<file path="config.mk">
export PLATFORM = sky130hd
export DESIGN_NAME = div_share_arbiter
export DESIGN_NICKNAME = d
export VERILOG_FILES = /design/src/rtl/div_share_arbiter.sv
export SDC_FILE = /design/constraint.sdc
export NUM_CORES = 1
export LEC_CHECK = 0
export BUFFER_PORTS_ARGS = -buffer_cell sky130_fd_sc_hd__buf_2
export CAP_MARGIN = 15
export CORE_ASPECT_RATIO = 0.8
export CORE_MARGIN = 3
export CORE_UTILIZATION = 36
export DETAILED_ROUTE_END_ITERATION = 10
export PLACE_DENSITY = 0.65
export SETUP_SLACK_MARGIN = 0.4
export SYNTH_ARGS = -nofsm -noshare
export SYNTH_HDL_FRONTEND = slang
export SYNTH_SLANG_ARGS = --single-unit
export TNS_END_PERCENT = 20
</file>
<file path="constraint.sdc">
create_clock -name clk -period 2.4 [get_ports clk]
set_input_delay 0.24 -clock clk [delete_from_list [all_inputs] [get_ports clk]]
set_output_delay 0.24 -clock clk [all_outputs]
set_load 0.01 [all_outputs]
</file>
<file path="src/rtl/div_share_arbiter.sv">
// -----------------------------------------------------------------------------
// div_share_arbiter
// Shares one external combinational Q8.8 divider among N_REQ requesters.
// A round-robin arbiter accepts one request at a time and registers its
// operands. The operands are held on the divider inputs for DIV_LAT cycles
// because the divider is a multicycle path. The quotient is then captured
// and returned to the winner over a valid/ready response handshake.
// A zero denominator never reaches the divider. A saturated result and a
// flag are returned in that case instead.
//
// Ports
//   clk        system clock, rising edge
//   rst        asynchronous active-high reset
//   req_valid  per-requester request
//   req_ready  per-requester accept (one-hot or zero, combinational in IDLE)
//   req_num    packed numerators, requester i at [i*DATA_W +: DATA_W]
//   req_den    packed denominators, same packing
//   rsp_valid  per-requester result valid (one-hot or zero)
//   rsp_ready  per-requester result accept
//   rsp_data   shared quotient bus
//   rsp_dz     divide-by-zero flag qualifying rsp_data
//   div_in1    divider numerator
//   div_in2    divider denominator (never zero)
//   div_out    divider quotient
//   busy       high whenever the FSM is not in IDLE
//
// state  | meaning
// IDLE   | scanning requests round-robin from rr_ptr; accept the first one found
// SETTLE | operands held on the divider; lat_cnt counts down to the sample edge
// RESP   | result presented to the granted requester until it accepts
// -----------------------------------------------------------------------------
module div_share_arbiter #(
   parameter int N_REQ   = 4,
   parameter int DATA_W  = 16,
   parameter int DIV_LAT = 2
) (
   input  logic                      clk,
   input  logic                      rst,
   input  logic [N_REQ-1:0]          req_valid,
   output logic [N_REQ-1:0]          req_ready,
   input  logic [N_REQ*DATA_W-1:0]   req_num,
   input  logic [N_REQ*DATA_W-1:0]   req_den,
   output logic [N_REQ-1:0]          rsp_valid,
   input  logic [N_REQ-1:0]          rsp_ready,
   output logic [DATA_W-1:0]         rsp_data,
   output logic                      rsp_dz,
   output logic [DATA_W-1:0]         div_in1,
   output logic [DATA_W-1:0]         div_in2,
   input  logic [DATA_W-1:0]         div_out,
   output logic                      busy
);

   localparam int IDX_W = (N_REQ > 1) ? $clog2(N_REQ) : 1;
   localparam int LAT_W = 4;
   localparam logic [DATA_W-1:0] SAT_POS = {1'b0, {(DATA_W-1){1'b1}}};
   localparam logic [DATA_W-1:0] SAT_NEG = {1'b1, {(DATA_W-1){1'b0}}};
   localparam logic [DATA_W-1:0] ONE     = DATA_W'(1);

   typedef enum logic [1:0] {
      S_IDLE   = 2'd0,
      S_SETTLE = 2'd1,
      S_RESP   = 2'd2
   } state_t;

   state_t              state_q,    state_d;
   logic [IDX_W-1:0]    rr_ptr_q,   rr_ptr_d;
   logic [IDX_W-1:0]    grant_q,    grant_d;
   logic [LAT_W-1:0]    lat_cnt_q,  lat_cnt_d;
   logic [DATA_W-1:0]   op_num_q,   op_num_d;
   logic [DATA_W-1:0]   op_den_q,   op_den_d;
   logic [DATA_W-1:0]   rsp_data_q, rsp_data_d;
   logic                rsp_dz_q,   rsp_dz_d;

   logic                win_found;
   logic [IDX_W-1:0]    win_idx;
   logic                den_zero;

   // Round-robin scan: first asserted request at or after rr_ptr, wrapping.
   always_comb begin
      int               idx;
      logic [IDX_W-1:0] cand;
      idx       = 0;
      cand      = '0;
      win_found = 1'b0;
      win_idx   = '0;
      for (int k = 0; k < N_REQ; k++) begin
         idx = int'(rr_ptr_q) + k;
         if (idx >= N_REQ) begin
            idx = idx - N_REQ;
         end
         cand = IDX_W'(idx);
         if (!win_found && req_valid[cand]) begin
            win_found = 1'b1;
            win_idx   = cand;
         end
      end
   end

   assign den_zero = (op_den_q == '0);

   always_comb begin
      state_d    = state_q;
      rr_ptr_d   = rr_ptr_q;
      grant_d    = grant_q;
      lat_cnt_d  = lat_cnt_q;
      op_num_d   = op_num_q;
      op_den_d   = op_den_q;
      rsp_data_d = rsp_data_q;
      rsp_dz_d   = rsp_dz_q;
      req_ready  = '0;
      rsp_valid  = '0;

      case (state_q)
         S_IDLE: begin
            if (win_found) begin
               // Gated by rst so the accept strobe drops as soon as reset asserts.
               req_ready[win_idx] = ~rst;
               op_num_d           = req_num[win_idx*DATA_W +: DATA_W];
               op_den_d           = req_den[win_idx*DATA_W +: DATA_W];
               grant_d            = win_idx;
               lat_cnt_d          = LAT_W'(DIV_LAT);
               state_d            = S_SETTLE;
            end
         end
         S_SETTLE: begin
            lat_cnt_d = lat_cnt_q - 1'b1;
            if (lat_cnt_q == LAT_W'(1)) begin
               if (den_zero) begin
                  rsp_data_d = op_num_q[DATA_W-1] ? SAT_NEG : SAT_POS;
                  rsp_dz_d   = 1'b1;
               end else begin
                  rsp_data_d = div_out;
                  rsp_dz_d   = 1'b0;
               end
               state_d = S_RESP;
            end
         end
         S_RESP: begin
            rsp_valid[grant_q] = 1'b1;
            if (rsp_ready[grant_q]) begin
               rr_ptr_d = (grant_q == IDX_W'(N_REQ-1)) ? '0 : grant_q + 1'b1;
               state_d  = S_IDLE;
            end
         end
         default: begin
            state_d = S_IDLE;
         end
      endcase
   end

   always_ff @(posedge clk or posedge rst) begin
      if (rst) begin
         state_q    <= S_IDLE;
         rr_ptr_q   <= '0;
         grant_q    <= '0;
         lat_cnt_q  <= '0;
         op_num_q   <= '0;
         op_den_q   <= '0;
         rsp_data_q <= '0;
         rsp_dz_q   <= 1'b0;
      end else begin
         state_q    <= state_d;
         rr_ptr_q   <= rr_ptr_d;
         grant_q    <= grant_d;
         lat_cnt_q  <= lat_cnt_d;
         op_num_q   <= op_num_d;
         op_den_q   <= op_den_d;
         rsp_data_q <= rsp_data_d;
         rsp_dz_q   <= rsp_dz_d;
      end
   end

   // The divider is driven straight from the operand registers. After reset
   // these registers are zero, which presents 0 / 1 to the divider.
   assign div_in1  = op_num_q;
   assign div_in2  = den_zero ? ONE : op_den_q;
   assign rsp_data = rsp_data_q;
   assign rsp_dz   = rsp_dz_q;
   assign busy     = (state_q != S_IDLE);

endmodule

</file>
# Word-level counts from Yosys, hierarchy flattened
# Cells that the tools add are included.
[op_classes]
n_addsub = 9
magnitude_cmp = 12
eq_ne = 7
shift = 2
mux = 40
bitwise = 2
n_reduce_logical = 17
[ops]
columns = ["op", "n"]
rows = [
  ["$shiftx A64 B7 Y16", 2],
  ["$mux W16", 3],
  ["$mux W2", 12],
  ["$lt A2 B3 Y1 const B", 6],
  ["$logic_not A16 Y1", 1],
  ["$mux W4", 4],
  ["$mux W1", 12],
  ["$bmux W1 S2", 5],
  ["$ge A3 B3 Y1 const B", 3],
  ["$pmux W4 S2", 1],
  ["$reduce_and A2 Y1", 4],
  ["$sub A2 B1 Y2 const B", 4],
  ["$add A2 B2 Y3 const B", 2],
  ["$ne A2 B2 Y1 const B", 3],
  ["$pmux W2 S3", 1],
  ["$logic_and A1 B1 Y1", 5],
  ["$and A4 B4 Y4", 1],
  ["$demux W1 S2", 2],
  ["$eq A2 B2 Y1 const B", 2],
  ["$eq A4 B1 Y1 const B", 1],
  ["$ge A2 B1 Y1 const B", 2],
  ["$reduce_bool A2 Y1", 2],
  ["$sub A4 B1 Y4 const B", 1],
  ["$add A2 B1 Y3 const B", 1],
  ["7 further kinds", 9],
]
[totals]
ff_bits = 59
in_bits = 154
output_inout_bits = 58
word_cells = 97

# Longest topological paths before layout
[depth]
word_depth = 21
mapped_depth = 7
ltp_nobuf = 6

# Worst setup path before layout
# OpenSTA, ideal clock, no wires.
[synth_timing]
kind = "input to output"
from = "input rst"
to = "output req_ready[0]"
arrival_ns = 1.870
required_time_ns = 2.160
slack_ns = 0.290
stages = 2
n_path_buf = 0
path_cell_list = "inv_1 and3_1"
[synth_via]
elab_chain_cells = 4
[synth_lines]
columns = ["element", "line", "source"]
rows = [
  ["start: declaration", "38", "input logic rst,"],
  ["$not A1 Y1", "117", "req_ready[win_idx] = ~rst;"],
  ["$and A4 B4 Y4 (no line)", "-", ""],
  ["$mux W4", "115", "if (win_found) begin"],
  ["$mux W4", "113", "case (state_q)"],
  ["end: declaration", "40", "output logic [N_REQ-1:0] req_ready,"],
]
# Every way passes these cells.

# Final worst setup path
[layout_timing]
from = "register op_den_q[10]"
to = "output div_in2[0]"
[layout_via]
elab_chain_cells = 2
[layout_lines]
columns = ["element", "line", "source"]
rows = [
  ["start: declaration", "70", "logic [DATA_W-1:0] op_den_q, op_den_d;"],
  ["start signal: assignment", "167", "op_den_q <= op_den_d;"],
  ["$logic_not A16 Y1", "99", "assign den_zero = (op_den_q == '0);"],
  ["$mux W16", "176", "assign div_in2 = den_zero ? ONE : op_den_q;"],
  ["end: declaration", "48", "output logic [DATA_W-1:0] div_in2,"],
]
# Every way passes these cells.

==> flow_summary.yaml <==
sta:
  whs_ns: 0.148
  tightest_slew_ns: 0.653
  setup-tns-final_ns: 0
  finalSetupViolCount: 0
  grt_setup_unrepaired: "true"
  hold_viol_final: 0
  slew_viol_final: 0
  setup_ws_ns: 0.444
  period_share: 0.815
  skew_ns: 0.0101
  relSlewSlack: 0.565
  period_minus_slack_ns: 1.96
  timing.fmax_mhz: 511
floorplanning:
  start_util: 0.382
  fp.dieH_um: 97.8
  core_mm2: 0.00993
  die_w_um: 121
  io_pins: 212
  rows: 32
  die-area_mm2: 0.0118
global_routing:
  first_global_vias: 4153
  antenna_found_initial: 2
  grt_util_all_layers: 0.221
  grt_overflow: 0
  grt_pass1_wl_um: 21000
  grt_max_degree: 43
cells_and_area:
  final_nets: 762
  layoutNonFillerInstCount: 744
  drive_gt1_frac: 0.470
  utilization: 0.535
  syn_to_final_growth_pct: 40.3
synthesis:
  yosysUniqueCellTypes: 56
  synth_xor_area_frac: 0
  synth-main-ff-cell: "dfrtp_1"
  seq_area_frac_synth: 0.390
  synth_top_family_by_area: "compound AO/OA/AOI/OAI gates"
  muxShareOfSynthArea: 0.0935
  synth_edf_count: 0
  ys_seq_elements: 59
  synth_simple_gate_area_frac: 0.194
  async_flop_share: 1.00
  avgSynthCellArea_um2: 9.35
  synth.net_count: 565
  synth_area_mm2: 0.00379
  yosys.area_share.adder: 0.0198
  yosysWarnings: 0
  syn_inst: 405
  synth_compound_area_frac: 0.231
critical_path:
  path_delay_family: "simple AND/OR/NAND/NOR gates"
  crit_path_max_fanout: 4
  r2r_slack_ns: 0.45
  worst-path-stages: 4
  timing.critical_path.to: "div_in2[0]"
  end_kind: "output port"
  critPathKind: "reg -> out"
  cpMaxStageDelayCell: "dfrtp_1"
  crit_required_ns: 2.16
  reg2reg_to: "rsp_data[13]"
  ff2ff_path_depth: 4
  cp-start-kind: "flip-flop"
  cpPeakStageDelay_ns: 0.41
  crit_start: "op_den_q[10]"
  arrival_ns: 1.72
  r2r_start: "op_den_q[10]"
  crit_buf_inv: 1
  crit_chain: "nor4_2 > nand4_2 > or2b_1 > buf_2"
place:
  dpl.hpwl_um: 10100
  place_congestion: 0.840
  place_inst: 722
  port_buffers: 211
  pre_cts_ws_ns: 0.346
cts:
  clk-insertion-delay-late_ns: 0.33
  clkSinkCount: 59
  cts_htree_levels: 3
  numCtsBuffers: 9
  clkTransAtPathRegs_ns: 0.05
  cts_root_buf: "clkbuf_16"
  clk_path_buf_depth: 2
  cts_tree: "built"
routing:
  via_count: 4070
  viasPerCell: 5.47
  drtIter0Drc: 194
  drt-pass1-iter-count: 4
  wirelength_um: 13300
  avgRoutedWirePerCell_um: 17.8
  drtAntennaViolNets: 0
  drc: 0
power_and_ir_drop:
  power_leakage_uw: 0.00260
  peakVddDrop_mv: 0.425
  cellPowerDensity_mw_per_mm2: 1130
hold_path:
  hold_path_class: "in -> reg"
  min-delay-start: "div_out[10]"
run:
  cap_viol_max_count: 0
status:
  status: "finished, final reports clean"
==> flip-flops by register name (all words and copies together) (netlist names) <==
name / flops
div_in1: 16
op_den_q: 16
rsp_data: 16
lat_cnt_q: 4
grant_q: 2
rr_ptr_q: 2
state_q: 2
rsp_dz: 1
==> Yosys cell counts (2+ instances only) <==
master	instances	area share
mux2i_1	32	0.085
buf_4	8	0.016
nor3b_2	2	0.0066
a21o_1	2	0.0040
nor2_1	39	0.039
clkbuf_1	27	0.027
o21ai_0	40	0.053
a221o_1	8	0.021
nor4_2	3	0.0099
dfrtp_1	59	0.39
inv_1	8	0.0079
nor3_1	3	0.0040
a221o_2	7	0.021
a221oi_1	17	0.039
a21oi_1	4	0.0053
nand2_1	9	0.0089
ha_1	6	0.020
nor2b_1	5	0.0083
and3_1	17	0.028
nor2_2	2	0.0033
o22ai_1	32	0.053
and2_1	4	0.0066
a21boi_1	2	0.0040
o21bai_1	3	0.0059
nand3_1	15	0.020
nand4_1	14	0.023
buf_2	8	0.011
==> cell families after synthesis <==
kind of cell / after synthesis
flops: 59
fa+ha+maj: 6
buf+inv: 55
mux: 34
simple gates: 127
compound gates: 124
==> how the worst min path moves through the flow <==
stage	end	slack (ns)	cells after the start
after floorplan	div_in1[0]	0.34	1
after global placement	op_den_q[4]	0.23	2
after detailed placement	op_den_q[15]	0.23	2
after CTS	rsp_data[2]	0.14	2
after global routing	rsp_data[10]	0.14	2
final	rsp_data[10]	0.15	2
==> cell usage in the layout (no fill, tap or decap), types with 3 or more instances in the layout <==
cell / instances
nand4_1: 14
o21ai_0: 40
inv_1: 7
ha_1: 6
o22ai_1: 32
and3_1: 16
a21oi_1: 4
o21bai_1: 3
nor2b_1: 5
mux2i_1: 32
and2_1: 4
a221oi_1: 17
dfrtp_1: 57
nor2_1: 39
nand3_1: 15
nand2_1: 9
clkbuf_16: 9
a221o_2: 7
nor4_2: 3
a221o_1: 8
buf_2: 211
buf_4: 18
==> worst register-to-register path: cells and delay by family, from the launching register on <==
| family | cells | cell delay [ns] |
|---|---|---|
| AND/OR/NAND/NOR | 3 | 1.06 |
| flip-flops | 1 | 0.41 |
| AO/OA/AOI/OAI | 1 | 0.37 |
==> power breakdown <==
group	leakage, µW	switching, µW	internal (µW)
sequential	0.000657	401	1430
clock	0.000148	462	831
combinational	0.00180	1590	1300
==> metal layers <==
layer / wire length, µm / part of all wire / up-vias / track usage
met2: 6370 / 0.48 / 163 / 0.358
met4: 250 / 0.019 / 0 / 0.0671
met3: 825 / 0.062 / 18 / 0.0446
li1: - / - / 1916 / -
met1: 5810 / 0.44 / 1973 / 0.301
met5: 0 / 0 / - / 0
==> metrics by stage <==
step	power (µW)	instance area, µm²
3_3_place_gp	4560	4920
6_report	6010	5310
5_1_grt	6420	5310
2_1_floorplan	3710	3790
4_1_cts	6010	5300
3_5_place_dp	4640	4920
==> what timing repair did <==
action	in CTS	in global routing
hold endpoints to repair	6	0
gates cloned	1	0
pin swaps	3	0
setup buffers	3	0
setup endpoints to repair	30	38
gates resized for setup	8	3
hold buffers	1	0
==> cell type report <==
type	count	area [µm²]
diodes	1	2.50
fillers	962	4620
flip-flops and latches	59	1480
inverters	8	33.8
clock inverters	6	65.1
well taps	136	170
clock buffers	10	239
multi-input cells	292	2080
repair buffers	232	1240
(Power assumes the default switching activity.)
